## src/rtl/axi4_lite_rr_arbiter.sv

```systemverilog
// Round-robin bus-ownership arbiter for the shared AXI4-Lite master port; holds one grant per transaction.
// Optional idle-owner revocation is compiled in with the ARB_TIMEOUT_EN macro.
module axi4_lite_rr_arbiter #(
  parameter int NUM_MASTERS    = 4,
  parameter int TIMEOUT_CYCLES = 16,
  localparam int IW = (NUM_MASTERS > 1) ? $clog2(NUM_MASTERS) : 1
) (
  input  logic                   ACLK,
  input  logic                   ARESETN,
  input  logic [NUM_MASTERS-1:0] req,
  output logic [NUM_MASTERS-1:0] grant,
  output logic [IW-1:0]          grant_id,
  output logic                   bus_busy,
  output logic                   timeout_pulse,
  input  logic                   AWVALID,
  input  logic                   AWREADY,
  input  logic                   ARVALID,
  input  logic                   ARREADY,
  input  logic                   BVALID,
  input  logic                   BREADY,
  input  logic                   RVALID,
  input  logic                   RREADY
);

  typedef enum logic [2:0] {
    ST_IDLE = 3'd0,
    ST_OWN  = 3'd1,
    ST_WR   = 3'd2,
    ST_RD   = 3'd3,
    ST_WRRD = 3'd4
  } state_t;

  // First requester strictly after 'last', wrapping; returns 'last' when nobody requests.
  function automatic logic [IW-1:0] rr_pick(input logic [NUM_MASTERS-1:0] r,
                                            input logic [IW-1:0] last);
    logic          found;
    logic [IW-1:0] win;
    logic [IW:0]   sum;
    logic [IW-1:0] idx;
    found = 1'b0;
    win   = last;
    for (int i = 1; i <= NUM_MASTERS; i++) begin
      sum = {1'b0, last} + (IW+1)'(i);
      if (sum >= (IW+1)'(NUM_MASTERS)) begin
        sum = sum - (IW+1)'(NUM_MASTERS);
      end else begin
        sum = sum;
      end
      idx = sum[IW-1:0];
      if (!found && r[idx]) begin
        win   = idx;
        found = 1'b1;
      end else begin
        found = found;
      end
    end
    return win;
  endfunction

  state_t                 state_r, state_nxt_s;
  logic [NUM_MASTERS-1:0] grant_r, grant_nxt_s;
  logic [IW-1:0]          grant_id_r, grant_id_nxt_s;
  logic [IW-1:0]          last_r, last_nxt_s;
  logic                   b_done_r, b_done_nxt_s;
  logic                   r_done_r, r_done_nxt_s;
  logic                   bus_busy_r;
  logic                   timeout_s;
  logic [IW-1:0]          pick_s;
  logic                   aw_hs_s, ar_hs_s, b_hs_s, r_hs_s;
  logic                   b_seen_s, r_seen_s;

  assign aw_hs_s  = AWVALID & AWREADY;
  assign ar_hs_s  = ARVALID & ARREADY;
  assign b_hs_s   = BVALID & BREADY;
  assign r_hs_s   = RVALID & RREADY;
  assign b_seen_s = b_done_r | b_hs_s;
  assign r_seen_s = r_done_r | r_hs_s;
  assign pick_s   = rr_pick(req, last_r);

`ifdef ARB_TIMEOUT_EN
  localparam int CW = (TIMEOUT_CYCLES > 1) ? $clog2(TIMEOUT_CYCLES + 1) : 1;
  logic [CW-1:0] cnt_r, cnt_nxt_s;
  logic          timeout_pulse_r;
`endif

  // Next-state, grant and completion-tracking logic.
  always_comb begin
    state_nxt_s    = state_r;
    grant_nxt_s    = grant_r;
    grant_id_nxt_s = grant_id_r;
    last_nxt_s     = last_r;
    b_done_nxt_s   = b_done_r;
    r_done_nxt_s   = r_done_r;
    timeout_s      = 1'b0;
`ifdef ARB_TIMEOUT_EN
    cnt_nxt_s      = cnt_r;
`endif
    case (state_r)
      ST_IDLE: begin
        if (|req) begin
          state_nxt_s    = ST_OWN;
          grant_nxt_s    = {{(NUM_MASTERS-1){1'b0}}, 1'b1} << pick_s;
          grant_id_nxt_s = pick_s;
          last_nxt_s     = pick_s;
`ifdef ARB_TIMEOUT_EN
          cnt_nxt_s      = '0;
`endif
        end else begin
          grant_nxt_s = '0;
        end
      end
      ST_OWN: begin
        if (aw_hs_s && ar_hs_s) begin
          state_nxt_s  = ST_WRRD;
          b_done_nxt_s = 1'b0;
          r_done_nxt_s = 1'b0;
        end else if (aw_hs_s) begin
          state_nxt_s = ST_WR;
        end else if (ar_hs_s) begin
          state_nxt_s = ST_RD;
        end else if (!req[grant_id_r]) begin
          state_nxt_s = ST_IDLE;
          grant_nxt_s = '0;
        end else begin
`ifdef ARB_TIMEOUT_EN
          // Revoke on the edge that closes the TIMEOUT_CYCLES-th idle OWN cycle; last keeps the revoked master.
          if (cnt_r == CW'(TIMEOUT_CYCLES - 1)) begin
            state_nxt_s = ST_IDLE;
            grant_nxt_s = '0;
            timeout_s   = 1'b1;
          end else begin
            cnt_nxt_s = cnt_r + CW'(1);
          end
`else
          state_nxt_s = ST_OWN;
`endif
        end
      end
      ST_WR: begin
        if (b_hs_s) begin
          state_nxt_s = ST_IDLE;
          grant_nxt_s = '0;
        end else begin
          state_nxt_s = ST_WR;
        end
      end
      ST_RD: begin
        if (r_hs_s) begin
          state_nxt_s = ST_IDLE;
          grant_nxt_s = '0;
        end else begin
          state_nxt_s = ST_RD;
        end
      end
      ST_WRRD: begin
        if (b_seen_s && r_seen_s) begin
          state_nxt_s = ST_IDLE;
          grant_nxt_s = '0;
        end else begin
          b_done_nxt_s = b_seen_s;
          r_done_nxt_s = r_seen_s;
        end
      end
      default: begin
        state_nxt_s = ST_IDLE;
        grant_nxt_s = '0;
      end
    endcase
  end

  // State and output registers.
  always_ff @(posedge ACLK or negedge ARESETN) begin
    if (!ARESETN) begin
      state_r    <= ST_IDLE;
      grant_r    <= '0;
      grant_id_r <= '0;
      last_r     <= IW'(NUM_MASTERS - 1);
      b_done_r   <= 1'b0;
      r_done_r   <= 1'b0;
      bus_busy_r <= 1'b0;
    end else begin
      state_r    <= state_nxt_s;
      grant_r    <= grant_nxt_s;
      grant_id_r <= grant_id_nxt_s;
      last_r     <= last_nxt_s;
      b_done_r   <= b_done_nxt_s;
      r_done_r   <= r_done_nxt_s;
      bus_busy_r <= (state_nxt_s != ST_IDLE);
    end
  end

`ifdef ARB_TIMEOUT_EN
  // Idle-owner counter and the one-cycle revocation pulse.
  always_ff @(posedge ACLK or negedge ARESETN) begin
    if (!ARESETN) begin
      cnt_r           <= '0;
      timeout_pulse_r <= 1'b0;
    end else begin
      cnt_r           <= cnt_nxt_s;
      timeout_pulse_r <= timeout_s;
    end
  end
  assign timeout_pulse = timeout_pulse_r;
`else
  assign timeout_pulse = 1'b0;
`endif

  assign grant    = grant_r;
  assign grant_id = grant_id_r;
  assign bus_busy = bus_busy_r;

endmodule

```

## config.mk

```make
export PLATFORM = sky130hd
export DESIGN_NAME = axi4_lite_rr_arbiter
export DESIGN_NICKNAME = d
export VERILOG_FILES = /design/src/rtl/axi4_lite_rr_arbiter.sv
export SDC_FILE = /design/constraint.sdc
export NUM_CORES = 1
export LEC_CHECK = 0
export CAP_MARGIN = 20
export CORE_ASPECT_RATIO = 1.4
export CORE_UTILIZATION = 30
export CTS_CLUSTER_SIZE = 12
export DETAILED_ROUTE_END_ITERATION = 16
export GPL_ROUTABILITY_DRIVEN = 0
export SKIP_CTS_REPAIR_TIMING = 1
export SYNTH_ARGS = -nofsm -noshare
export SYNTH_HDL_FRONTEND = slang
export SYNTH_SLANG_ARGS = --single-unit
```

## constraint.sdc

```tcl
create_clock -name ACLK -period 1.5 [get_ports ACLK]
set_input_delay 0.375 -clock ACLK [delete_from_list [all_inputs] [get_ports ACLK]]
set_output_delay 0.375 -clock ACLK [all_outputs]
set_load 0.01 [all_outputs]
```

==> run metrics <==
vias post-DR=895; Routed WL=2.43 mm; fin area=1450 µm²; sequential cell area=357 µm²; # rows=23; Synth warnings=0; Int Power=1.53 mW; critical path class=reg -> reg; final hold vios=0; Place WS=-0.578 ns; run status=finished with violations; Layout Utilization=51.0%; Gate power share=55.1%; Seq/Total Area, Yosys=39.4%; net switching power figure=0.870 mW; DIE AREA=3210 µm²; f_max=0.627 GHz; Area contributors post-synth=dfrtp_1, o211ai_1, dfstp_2; Sequential Power Share=31.4%; first-pass GRT wire length=3.52 mm; post-synth top area share=33.5%; Cells after DPL=173; Slowest-stage cell, CP=dfrtp_2; Syn Nets=111; H-Tree Depth=1; Setup WS post-layout=-0.0953 ns; clk buf depth=2; CP Cell Sequence=mux2i_1 -> a22oi_1 -> a311o_1 -> or3_1; largest net degree at the start of global routing=15; Clk Tree Root Cell=clkbuf_8; DP HPWL=1.79 mm; GRT overflow=0; RSZ-0062 raised after global routing=yes; vias per std cell=5.03; P_leak=0.798 nW; final net count=157; Avg Cell Area, Syn=9.33 µm²; TNS Setup=-0.0953 ns; Critical Path AT=1.72 ns; DRT iter0 DRCs=27; VDD IR-drop max=0.713 mV; core area=2850 µm²; ys async rst share=100%; Placed Area=1320 µm²; Area Overhead vs Synth=62.3%; Req. time, crit path=1.63 ns; Synth area leader=dfrtp_1; initial antenna violation count=0; hold_ws=0.442 ns; critical path's largest stage delay=0.40 ns; Synth Register Bits=14; die width=48.2 µm; GRT Util Overall=16.0%; chip height=66.7 µm; skew final=0.00136 ns; Syn Inst Count=96; Tmin final=1.60 ns; Clk pin slew, worst setup/hold paths=0.06 ns; most used flip-flop cell after synthesis=dfrtp_1; EDFF count, synth=0; Netlist Area Pre-Place=896 µm²; number of max-slew violations in the final report=0; Initial Utilization=31.4%; Worst Path Max Fanout=3; most frequent cells after synthesis=dfrtp_1, nand2_1, o211ai_1, inv_1, a21oi_1; non-filler instance count after layout=178; Pwr Total=2.40 mW; kind of end point of the critical path=register; number of global-route vias before repair=843; Num CTS Buffers=3; drc violations=0; # setup viols final=1; fraction of layout cells with a size suffix above 1=36.9%; Clock Power Share=13.5%; sw frac=36.2%; fillcell total=268; Skew-Pair Late Insertion Delay=0.25 ns; TritonCTS Sinks=14; Detailed Routing Iterations Pass 1=4; TritonCTS clock tree=yes; Max-Cap Viols=0; ANT nets after route=0; Hold WC Path Type=in -> async; multi-input logic area=544 µm²; I/O Pins=22; Inserted Diodes=0; most common cell in the netlist=dfrtp_1; crit share post-route=106%; port buffer count=20; routed length per placed instance=13.7 µm; Pwr Density=1650 nW/µm²; Synth cell types=41; violated checks=setup timing; crit start category=register
[sequential cells by signal, indices dropped and copies added, names as in the netlist]
signal,count
grant,4
b_done_r,1
state_r,3
r_done_r,1
grant_id,2
last_r,2
bus_busy,1
[area by class of cell]
cell class                 instances  area share (%)
inverter                           7            1.81
tap                               37            3.18
clock buffer                       4            3.10
multi-input combinational         71            37.4
sequential                        14            24.5
timing repair buffer              45            29.9
[layout by cell type, fill, tap and decap left out, types with 2 or more instances in the layout]
cell type / n
a21oi_1: 5
nand3_1: 4
o21a_1: 2
clkbuf_8: 3
dfrtp_1: 9
o211ai_1: 8
dfrtp_2: 3
buf_4: 25
and2_4: 3
dfstp_2: 2
o221ai_1: 2
dlymetal6s2s_1: 19
mux2i_1: 3
inv_1: 7
nor3_1: 2
nor2_1: 4
nand2_1: 9
[power by group through the flow]
| stage | clock network (mW) | registers [mW] | logic [mW] |
|---|---|---|---|
| 6_report | 0.324 | 0.755 | 1.32 |
| 3_3_place_gp | 0 | 0.742 | 1.29 |
| 2_1_floorplan | 0 | 0.723 | 0.663 |
| 4_1_cts | 0.334 | 0.750 | 1.31 |
| 3_5_place_dp | 0 | 0.755 | 1.30 |
| 5_1_grt | 0.351 | 0.788 | 1.46 |
[worst paths after layout]
path                                         start                     to  slack (ns)  cells after the start
max                        grant_id[1]$_DFFE_PN0P_     bus_busy$_DFF_PN0_        -0.1                      4
max reg2reg                grant_id[1]$_DFFE_PN0P_     bus_busy$_DFF_PN0_        -0.1                      4
min reg2reg                  last_r[1]$_DFFE_PN1P_  last_r[1]$_DFFE_PN1P_        0.50                      2
max in group asynchronous                  ARESETN  last_r[0]$_DFFE_PN1P_        0.82                      2
min in group ACLK            last_r[1]$_DFFE_PN1P_  last_r[1]$_DFFE_PN1P_        0.50                      2
min                                        ARESETN   grant[3]$_DFFE_PN0P_        0.44                      2
[logic make-up (layout without fill, tap and decap cells)]
logic type	after synthesis	after routing	synth area share [%]
buffers and inverters	11	56	6.01
flip-flops	14	14	39.4
adder cells (fa/ha/maj)	1	1	1.40
AND/OR/NAND/NOR	36	36	24.2
other	1	1	0.419
multiplexers	3	3	3.35
AO/OA/AOI/OAI	30	30	25.3
[layer usage]
metal,up-vias,wire (µm),share of wire [%],global-route usage [%]
li1,441,-,-,-
met1,422,937,39,16.5
met2,25,1330,55,26.7
met3,7,93,3.8,3.79
met4,0,74,3.0,11.1
met5,-,0,0,0
[critical path: cells and delay by family (launching register included)]
kind / cells / cell delay [ns]
mux: 1 / 0.19
flops: 1 / 0.40
compound gates: 2 / 0.51
simple gates: 1 / 0.36
Power figures use the tool's default switching activity.
